--- src/rtl/ex_mem_wb_pipe.sv ---
// EX/MEM and MEM/WB pipeline registers with a stalling data-memory handshake.
// A pending memory access freezes EX/MEM and pushes bubbles into MEM/WB.
`timescale 1ns/1ps
module ex_mem_wb_pipe (
    input  logic        clk_i,
    input  logic        rst_i,
    input  logic        ex_valid_i,
    input  logic        ex_RegWrite_i,
    input  logic        ex_MemtoReg_i,
    input  logic        ex_MemRead_i,
    input  logic        ex_MemWrite_i,
    input  logic [31:0] ex_ALUresult_i,
    input  logic [31:0] ex_RS2data_i,
    input  logic [4:0]  ex_RDaddr_i,
    output logic        mem_req_o,
    output logic        mem_we_o,
    output logic [31:0] mem_addr_o,
    output logic [31:0] mem_wdata_o,
    input  logic        mem_ack_i,
    input  logic [31:0] mem_rdata_i,
    output logic        stall_o,
    output logic        EX_MEM_RegWrite_o,
    output logic [4:0]  EX_MEM_RDaddr_o,
    output logic [31:0] EX_MEM_ALUresult_o,
    output logic        MEM_WB_RegWrite_o,
    output logic [4:0]  MEM_WB_RDaddr_o,
    output logic [31:0] MEM_WB_data_o,
    output logic [15:0] stall_cnt_o
);
    typedef enum logic {S_IDLE, S_WAIT} state_t;

    state_t      r_state;
    state_t      w_state_nxt;

    logic        r_em_valid;
    logic        r_em_regwrite;
    logic        r_em_memtoreg;
    logic        r_em_memread;
    logic        r_em_memwrite;
    logic [31:0] r_em_alu;
    logic [31:0] r_em_rs2;
    logic [4:0]  r_em_rd;

    logic        r_wb_valid;
    logic        r_wb_regwrite;
    logic [4:0]  r_wb_rd;
    logic [31:0] r_wb_data;

    logic [15:0] r_stall_cnt;

    logic        w_mem_req;
    logic        w_stall;
    logic        w_load_sel;

    always_comb begin
        w_mem_req   = r_em_valid & (r_em_memread | r_em_memwrite);
        w_stall     = w_mem_req & ~mem_ack_i;
        w_state_nxt = r_state;
        case (r_state)
            S_IDLE:  if (w_stall) w_state_nxt = S_WAIT;
            S_WAIT:  if (mem_ack_i || !w_mem_req) w_state_nxt = S_IDLE;
            default: w_state_nxt = S_IDLE;
        endcase
    end

    always_ff @(posedge clk_i) begin
        if (!rst_i) r_state <= S_IDLE;
        else        r_state <= w_state_nxt;
    end

    // Load data is only trusted when a real load request is being acknowledged.
    assign w_load_sel = w_mem_req & r_em_memread & r_em_memtoreg;

    always_ff @(posedge clk_i) begin
        if (!rst_i) begin
            r_em_valid    <= 1'b0;
            r_em_regwrite <= 1'b0;
            r_em_memtoreg <= 1'b0;
            r_em_memread  <= 1'b0;
            r_em_memwrite <= 1'b0;
            r_em_alu      <= '0;
            r_em_rs2      <= '0;
            r_em_rd       <= '0;
            r_wb_valid    <= 1'b0;
            r_wb_regwrite <= 1'b0;
            r_wb_rd       <= '0;
            r_wb_data     <= '0;
            r_stall_cnt   <= '0;
        end else begin
            if (w_stall) begin
                r_wb_valid <= 1'b0;
            end else begin
                r_em_valid    <= ex_valid_i;
                r_em_regwrite <= ex_RegWrite_i;
                r_em_memtoreg <= ex_MemtoReg_i;
                r_em_memread  <= ex_MemRead_i;
                r_em_memwrite <= ex_MemWrite_i;
                r_em_alu      <= ex_ALUresult_i;
                r_em_rs2      <= ex_RS2data_i;
                r_em_rd       <= ex_RDaddr_i;
                r_wb_valid    <= r_em_valid;
                r_wb_regwrite <= r_em_regwrite;
                r_wb_rd       <= r_em_rd;
                r_wb_data     <= w_load_sel ? mem_rdata_i : r_em_alu;
            end
            if (w_stall && (r_stall_cnt != 16'hFFFF)) r_stall_cnt <= r_stall_cnt + 16'd1;
        end
    end

    assign mem_req_o          = w_mem_req;
    assign mem_we_o           = r_em_memwrite;
    assign mem_addr_o         = r_em_alu;
    assign mem_wdata_o        = r_em_rs2;
    assign stall_o            = w_stall;
    assign EX_MEM_RegWrite_o  = r_em_valid & r_em_regwrite;
    assign EX_MEM_RDaddr_o    = r_em_rd;
    assign EX_MEM_ALUresult_o = r_em_alu;
    assign MEM_WB_RegWrite_o  = r_wb_valid & r_wb_regwrite;
    assign MEM_WB_RDaddr_o    = r_wb_rd;
    assign MEM_WB_data_o      = r_wb_data;
    assign stall_cnt_o        = r_stall_cnt;
endmodule

--- config.mk ---
export PLATFORM = sky130hd
export DESIGN_NAME = ex_mem_wb_pipe
export DESIGN_NICKNAME = d
export VERILOG_FILES = /design/src/rtl/ex_mem_wb_pipe.sv
export SDC_FILE = /design/constraint.sdc
export NUM_CORES = 1
export LEC_CHECK = 0
export ABC_CLOCK_PERIOD_IN_PS = 1900
export BUFFER_PORTS_ARGS = -buffer_cell sky130_fd_sc_hd__buf_2
export CAP_MARGIN = 20
export CORE_MARGIN = 5
export CORE_UTILIZATION = 46
export CTS_CLUSTER_SIZE = 16
export DETAILED_ROUTE_END_ITERATION = 8
export HOLD_SLACK_MARGIN = 0.05
export PLACE_DENSITY = 0.86
export SLEW_MARGIN = 5
export SYNTH_ARGS = -nofsm -noshare
export SYNTH_HDL_FRONTEND = slang
export SYNTH_SLANG_ARGS = --single-unit
--- constraint.sdc ---
create_clock -name clk_i -period 1.9 [get_ports clk_i]
set_clock_uncertainty 0.15 [all_clocks]
set_input_delay 0.19 -clock clk_i [delete_from_list [all_inputs] [get_ports clk_i]]
set_output_delay 0.19 -clock clk_i [all_outputs]
set_load 0.1 [all_outputs]
==> metrics.yaml, run 1 <==
outcome:
  status: "complete, no violations"
cts:
  cts_num_sinks: 129
  clock_latency_ns: 0.40
  cts_tree: "done"
  path_clk_slew_ns: 0.06
  cts-buffers-inserted: 17
  cts_root_buf: "clkbuf_16"
  htree_num_levels: 4
  clockBufferDepth: 2
timing:
  rsz0062_at_grt: "yes"
  setup_tns_ns: 0
  hold_violations: 0
  finalMaxSlewViolations: 0
  tightest_slew_ns: 0.5150
  finalSetupViolCount: 0
  fmax_mhz: 534.2
  min_period_over_period_pct: 98.53
  period_minus_slack_ns: 1.872
  timing.hold.ws_ns: 0.08675
  maxSlewHeadroom_pct: 65.90
final_layout:
  fin_cells: 1119
  register_area_um2: 2646
  drive_gt1_share_pct: 36.24
  syn2layout_area_growth_pct: 59.53
  layout.nets: 1074
  multi_input_area_um2: 2310
  fillerInstances: 735
power_and_ir_drop:
  power.share.sequential_pct: 35.3
  p_int_uw: 5408
  switchingPower_uw: 2905
  powerDensity_nw_per_um2: 983.4
  vdd_drop_max_v: 0.0007048
  p_comb_share_pct: 26.0
  clock_power_share_pct: 38.7
  p_leak_uw: 0.004271
  switching_share_pct: 34.95
drt:
  totalWireLength_um: 19180
  wl_per_cell_um: 17.14
  vias_per_cell: 5.272
  vias: 5899
  drtPass1Iterations: 4
  ant_nets: 0
  drc: 0
  drtIter0Drc: 455
floorplan:
  die_w_um: 117.3
  die_height_um: 117.3
  floorplan.initialDensity_pct: 46.61
  num_rows: 39
  die_area_um2: 13770
  ioPinCount: 268
  core_um2: 11370
placement:
  port_buffers: 267
  dp_hpwl_um: 10720
  place_inst: 972
  place.gp.congestion: 0.8078
synth:
  ys_warn_count: 0
  synth_area_um2: 5299
  async_flop_share_pct: 0
  synth_edf_count: 0
  synth_cells: 627
  synth_seq_area_share_pct: 48.74
  synth_fp_nets: 737
  ys_ff_latch: 129
  synth.avg_cell_area_um2: 8.451
  synthFlopType: "dfxtp_1"
  yosys.cell_types.count: 36
setup_path:
  worst_ep_arrival_time_ns: 2.04
  start_kind: "flip-flop"
  rr_endpoint: "stall_cnt_o[5]"
  ff2ff_path_depth: 6
  required_ns: 2.07
  rr_startpoint: "stall_cnt_o[0]"
  cp-end-kind: "flip-flop"
  cp_max_fo: 8
  r2r_slack_ns: 0.03
  critPathKind: "reg2reg"
hold_path:
  holdPathStages: 3
  hold_class: "in2reg"
  hold_end: "MEM_WB_data_o[0]"
  min_from: "mem_rdata_i[0]"
flow_run:
  maxCapViolations: 0
global_route:
  grt_max_degree: 78
  antenna_found_initial: 2
  grt_overflow: 0
  grt_usage_pct: 26.81
  first_global_vias: 6122
  grt_pass1_wl_um: 30690
cells in the final DEF (no fill, tap or decap), drive strengths merged:
master | Yosys | layout
a311oi | 1 | 1
or3 | 4 | 4
clkinv | 1 | 4
diode | 0 | 2
nand2 | 169 | 169
and3 | 1 | 1
o31a | 1 | 1
o31ai | 5 | 5
ha | 1 | 1
mux2i | 36 | 36
nand3b | 1 | 1
nor3 | 1 | 1
nor4 | 6 | 6
bufinv | 0 | 1
and2 | 5 | 5
a21oi | 90 | 90
dfxtp | 129 | 129
inv | 1 | 1
o41ai | 1 | 1
nand3 | 3 | 3
or4 | 4 | 4
o21ai | 5 | 5
a211oi | 32 | 32
clkbuf | 22 | 25
or2 | 4 | 4
nand2b | 4 | 4
dlygate4sd3 | 0 | 106
nor2 | 37 | 37
nand4 | 8 | 8
and2b | 1 | 1
buf | 53 | 285
o21a | 1 | 1
bufbuf | 0 | 2
per-stage QoR:
step	worst slack (ns)	utilization [%]	cell area [µm²]	total power, µW
finish	0.02797	74.35	8453	8313
CTS	0.01220	73.83	8394	8313
global placement	0.02242	58.42	6643	4899
detailed placement	-0.02338	58.42	6643	4921
floorplan	0.02074	-	5368	4591
global route	-0.01494	74.35	8453	8581
routing by layer:
metal	vias up	global-route usage [%]	routed length (µm)
met5	-	0	0
met4	0	14.65	803
met3	81	8.710	1454
met2	301	45.97	9747
met1	2737	29.08	7177
li1	2780	-	-
kinds of logic (layout without fill, tap and decap cells):
group | Yosys count | after routing | synth area share [%]
simple gates | 248 | 248 | 20.73
other cells | 0 | 2 | 0
buf+inv | 77 | 424 | 8.264
compound gates | 136 | 136 | 15.23
mux | 36 | 36 | 6.801
fa+ha+maj | 1 | 1 | 0.2361
flops | 129 | 129 | 48.74
worst max-delay path by stage:
stage / from / endpoint / slack (ns) / cells past startpoint
floorplan: stall_cnt_o[1] / stall_cnt_o[15] / 0.02 / 5
global placement: mem_ack_i / stall_cnt_o[2] / 0.02 / 7
detailed placement: mem_ack_i / stall_cnt_o[2] / -0.02 / 7
CTS: mem_we_o / stall_o / 0.01 / 6
global route: r_em_valid / stall_cnt_o[2] / -0.01 / 6
finish: stall_cnt_o[0] / stall_cnt_o[5] / 0.03 / 6
critical path, cell delays in order, from the launching register on:
cell and delay [ns]:
dfxtp_4 0.37, ha_2 0.24, nand3_2 0.14, o41ai_4 0.37, buf_4 0.21, o21ai_0 0.13, a21oi_1 0.18
cell type report:
type                            count  share of cell area [%]
Antenna cell                        2                 0.05921
Sequential cell                   129                   31.31
Tap cell                          143                   2.117
Clock buffer                       25                   6.468
Inverter                            2                  0.1332
Clock inverter                      4                  0.5329
Multi-Input combinational cell    421                   27.32
Timing Repair Buffer              393                   32.06
power by group through the flow:
stage | clock, µW | sequential, µW | combinational (µW)
finish | 3210 | 2940 | 2160
global route | 3390 | 2950 | 2230
CTS | 3250 | 2930 | 2130
detailed placement | 0 | 2990 | 1930
global placement | 0 | 2980 | 1920
floorplan | 0 | 3960 | 628
flip-flops by register name, summed over array words and instances, names as in the netlist:
signal	flops
r_em_memread	1
EX_MEM_ALUresult_o	32
r_em_regwrite	1
r_em_memtoreg	1
EX_MEM_RDaddr_o	5
mem_wdata_o	32
r_wb_regwrite	1
stall_cnt_o	16
r_wb_valid	1
MEM_WB_data_o	32
mem_we_o	1
r_em_valid	1
MEM_WB_RDaddr_o	5
cell usage after synthesis (2+ instances only):
cell type / count / area [µm²]
nand3_1: 3 / 15.01
clkbuf_1: 22 / 82.58
o21ai_0: 5 / 25.02
nand4_4: 2 / 42.54
buf_4: 33 / 247.7
or4_1: 4 / 30.03
a211oi_1: 32 / 240.2
buf_2: 20 / 100.1
nand2_1: 169 / 634.4
and2_1: 5 / 31.28
dfxtp_1: 129 / 2582
nand2b_1: 4 / 25.02
or2_2: 2 / 12.51
nand4_1: 4 / 25.02
o31ai_1: 5 / 37.54
nand4_2: 2 / 25.02
nor4_1: 5 / 31.28
mux2i_1: 36 / 360.4
or3_1: 4 / 25.02
a21oi_1: 90 / 450.4
nor2_1: 36 / 135.1
repair_timing:
item,4_1_cts,5_1_grt
buffers inserted,4,4
pin swaps,0,1
endpoints found under the setup margin,2,6
hold buffers,106,0
cloned,2,0
resized for setup,2,5
endpoints found under the hold margin,111,0
(Power assumes the default switching activity.)
==> run 2, diff against run 1 <==
--- a/config.mk
+++ b/config.mk
@@ -12,7 +12,8 @@
 export CORE_UTILIZATION = 46
 export CTS_CLUSTER_SIZE = 16
 export DETAILED_ROUTE_END_ITERATION = 8
-export HOLD_SLACK_MARGIN = 0.05
+export GPL_TIMING_DRIVEN = 1
+export HOLD_SLACK_MARGIN = 0.12
 export PLACE_DENSITY = 0.86
 export SLEW_MARGIN = 5
 export SYNTH_ARGS = -nofsm -noshare
==> run 2 against run 1 <==
  * Clock power hardly changed
  * Hold slack better by 0.14 ns
  * Total power about the same
  * Sequential power is essentially flat
  * Setup slack barely moved
==> metrics.yaml, run 2 (synthesis results as in run 1) <==
global_route:
  first_global_vias: 6040  # -1.3%
  antenna_found_initial: 2  # unchanged
  grt_usage_pct: 26.70  # -0.11 points
  grt_max_degree: 78  # unchanged
  grt_pass1_wl_um: 30540  # -0.50%
  grt_overflow: 0  # unchanged
drt:
  vias_per_cell: 5.267  # about the same
  wl_per_cell_um: 17.08  # -0.38%
  drc: 0  # unchanged
  ant_nets: 0  # unchanged
  drtIter0Drc: 444  # -2.4%
  vias: 5899  # unchanged
  totalWireLength_um: 19130  # -0.29%
  drtPass1Iterations: 5  # +1
floorplan:
  ioPinCount: 268  # unchanged
  floorplan.initialDensity_pct: 46.61  # unchanged
  die_height_um: 117.3  # unchanged
  die_area_um2: 13770  # unchanged
  die_w_um: 117.3  # unchanged
  num_rows: 39  # unchanged
  core_um2: 11370  # unchanged
setup_path:
  required_ns: 2.07  # about the same
  worstPathCellList: "ha_2, nand3_2, o41ai_4, buf_4, o21ai_0, a21oi_1"
  ff2ff_path_depth: 6  # unchanged
  rr_startpoint: "stall_cnt_o[0]"
  crit_family: "compound AO/OA/AOI/OAI gates"
  cp_max_fo: 8  # unchanged
  endpoint: "stall_cnt_o[5]"
  worst-path-stages: 6  # unchanged
  slowest_delay_ns: 0.37  # about the same
  rr_endpoint: "stall_cnt_o[5]"
  start_kind: "flip-flop"
  cp_num_buf_inv: 1  # unchanged
  critPathKind: "reg2reg"
  crit_slowest_cell: "dfxtp_4"
  r2r_slack_ns: 0.03  # about the same
  cp-end-kind: "flip-flop"
  worst_ep_arrival_time_ns: 2.04  # about the same
  cp-startpoint: "stall_cnt_o[0]"
final_layout:
  fillerInstances: 729  # -0.82%
  most-common-layout-cells: "buf_2 (265), nand2_1 (168), dfxtp_1 (112)"
  syn2layout_area_growth_pct: 59.79
  final_core_util_pct: 74.47  # +0.12 points
  final_common_cell: "buf_2"
  layout.nets: 1075  # +0.093%
  drive_gt1_share_pct: 36.31  # +0.065 points
power_and_ir_drop:
  vdd_drop_max_v: 0.0007035  # -0.18%
  power.share.sequential_pct: 35.3  # about the same
  switchingPower_uw: 2906  # about the same
  p_int_uw: 5409  # about the same
  switching_share_pct: 34.95  # about the same
  clock_power_share_pct: 38.7  # about the same
  p_comb_share_pct: 26.0  # about the same
  p_leak_uw: 0.004275  # about the same
  powerDensity_nw_per_um2: 982.0  # -0.15%
timing:
  setup_tns_ns: 0  # unchanged
  finalMaxSlewViolations: 0  # unchanged
  finalSetupViolCount: 0  # unchanged
  hold_violations: 0  # unchanged
  min_period_over_period_pct: 98.53  # about the same
  period_minus_slack_ns: 1.872  # +0.0001272 ns
  maxSlewHeadroom_pct: 66.06  # +0.15 points
  tightest_slew_ns: 0.5127  # -0.002282 ns
  fmax_mhz: 534.1  # about the same
  rsz0062_at_grt: "yes"
cts:
  path_clk_slew_ns: 0.05  # about the same
  clock_latency_ns: 0.40  # about the same
  cts_tree: "done"
  htree_num_levels: 4  # unchanged
  cts_root_buf: "clkbuf_16"
  clockBufferDepth: 2  # unchanged
  cts-buffers-inserted: 17  # unchanged
  cts_num_sinks: 129  # unchanged
placement:
  dp_hpwl_um: 10720  # unchanged
  place.gp.congestion: 0.8078  # unchanged
  port_buffers: 267  # unchanged
hold_path:
  hold_class: "in2reg"
outcome:
  status: "complete, no violations"
flow_run:
  maxCapViolations: 0  # unchanged
==> run 2: power groups by stage <==
| stage | Combinational (µW) | Sequential [µW] | Clock, µW |
|---|---|---|---|
| finish | 2160 | 2940 | 3210 |
| global route | 2230 | 2950 | 3390 |
| CTS | 2130 | 2930 | 3250 |
| detailed placement | 1930 | 2990 | 0 |
| global placement | 1920 | 2980 | 0 |
| floorplan | 628 | 3960 | 0 |
==> run 2: cell type report <==
class / instances / area (µm²) / area share [%]
flip-flops and latches: 129 / 2646 / 31.25
clock inverters: 4 / 45.04 / 0.5320
multi-input cells: 421 / 2313 / 27.32
clock buffers: 25 / 546.8 / 6.458
diodes: 2 / 5.005 / 0.05911
repair buffers: 394 / 2720 / 32.13
inverters: 2 / 11.26 / 0.1330
well taps: 143 / 178.9 / 2.113
==> run 2: worst register-to-register path, stage by stage, from the launching register on <==
cell	delay, ns
dfxtp_4	0.37
ha_2	0.24
nand3_2	0.15
o41ai_4	0.37
buf_4	0.21
o21ai_0	0.13
a21oi_1	0.18
==> run 2: worst min path at each step <==
stage | endpoint | cells after the start | start | slack (ns)
floorplan | r_em_valid | 2 | ex_valid_i | 0.16
global placement | mem_wdata_o[5] | 2 | mem_wdata_o[5] | 0.28
detailed placement | EX_MEM_ALUresult_o[9] | 3 | ex_ALUresult_i[9] | 0.29
CTS | r_em_memread | 4 | mem_ack_i | 0.22
global route | r_em_memread | 4 | mem_ack_i | 0.25
finish | r_em_memread | 4 | mem_ack_i | 0.23
==> run 2: metrics by stage <==
stage	area [µm²]	total power (µW)	hold slack (ns)	std cells	worst slack [ns]
5_1_grt	8467	8581	0.2489	1120	-0.01494
3_3_place_gp	6643	4899	0.2839	972	0.02242
3_5_place_dp	6643	4921	0.2880	972	-0.02338
4_1_cts	8404	8314	0.2224	1114	0.01220
6_report	8467	8314	0.2313	1120	0.02784
2_1_floorplan	5368	4591	0.1607	627	0.02074
==> run 2: repair_timing <==
| action | 4_1_cts | 5_1_grt |
|---|---|---|
| cloned | 2 | 0 |
| buffers inserted | 4 | 4 |
| endpoints found under the hold margin | 112 | 0 |
| hold buffers | 107 | 0 |
| endpoints found under the setup margin | 2 | 7 |
| pin swaps | 0 | 1 |
| resized for setup | 2 | 6 |
==> run 2: metal layers <==
| layer | share of wire (%) | wire length [µm] | vias to the layer above | GRT usage [%] |
|---|---|---|---|---|
| met2 | 51 | 9759 | 303 | 45.79 |
| met3 | 7.7 | 1474 | 72 | 8.518 |
| met4 | 3.7 | 715 | 0 | 13.92 |
| met1 | 38 | 7179 | 2747 | 29.33 |
| met5 | 0 | 0 | - | 0 |
| li1 | - | - | 2777 | - |
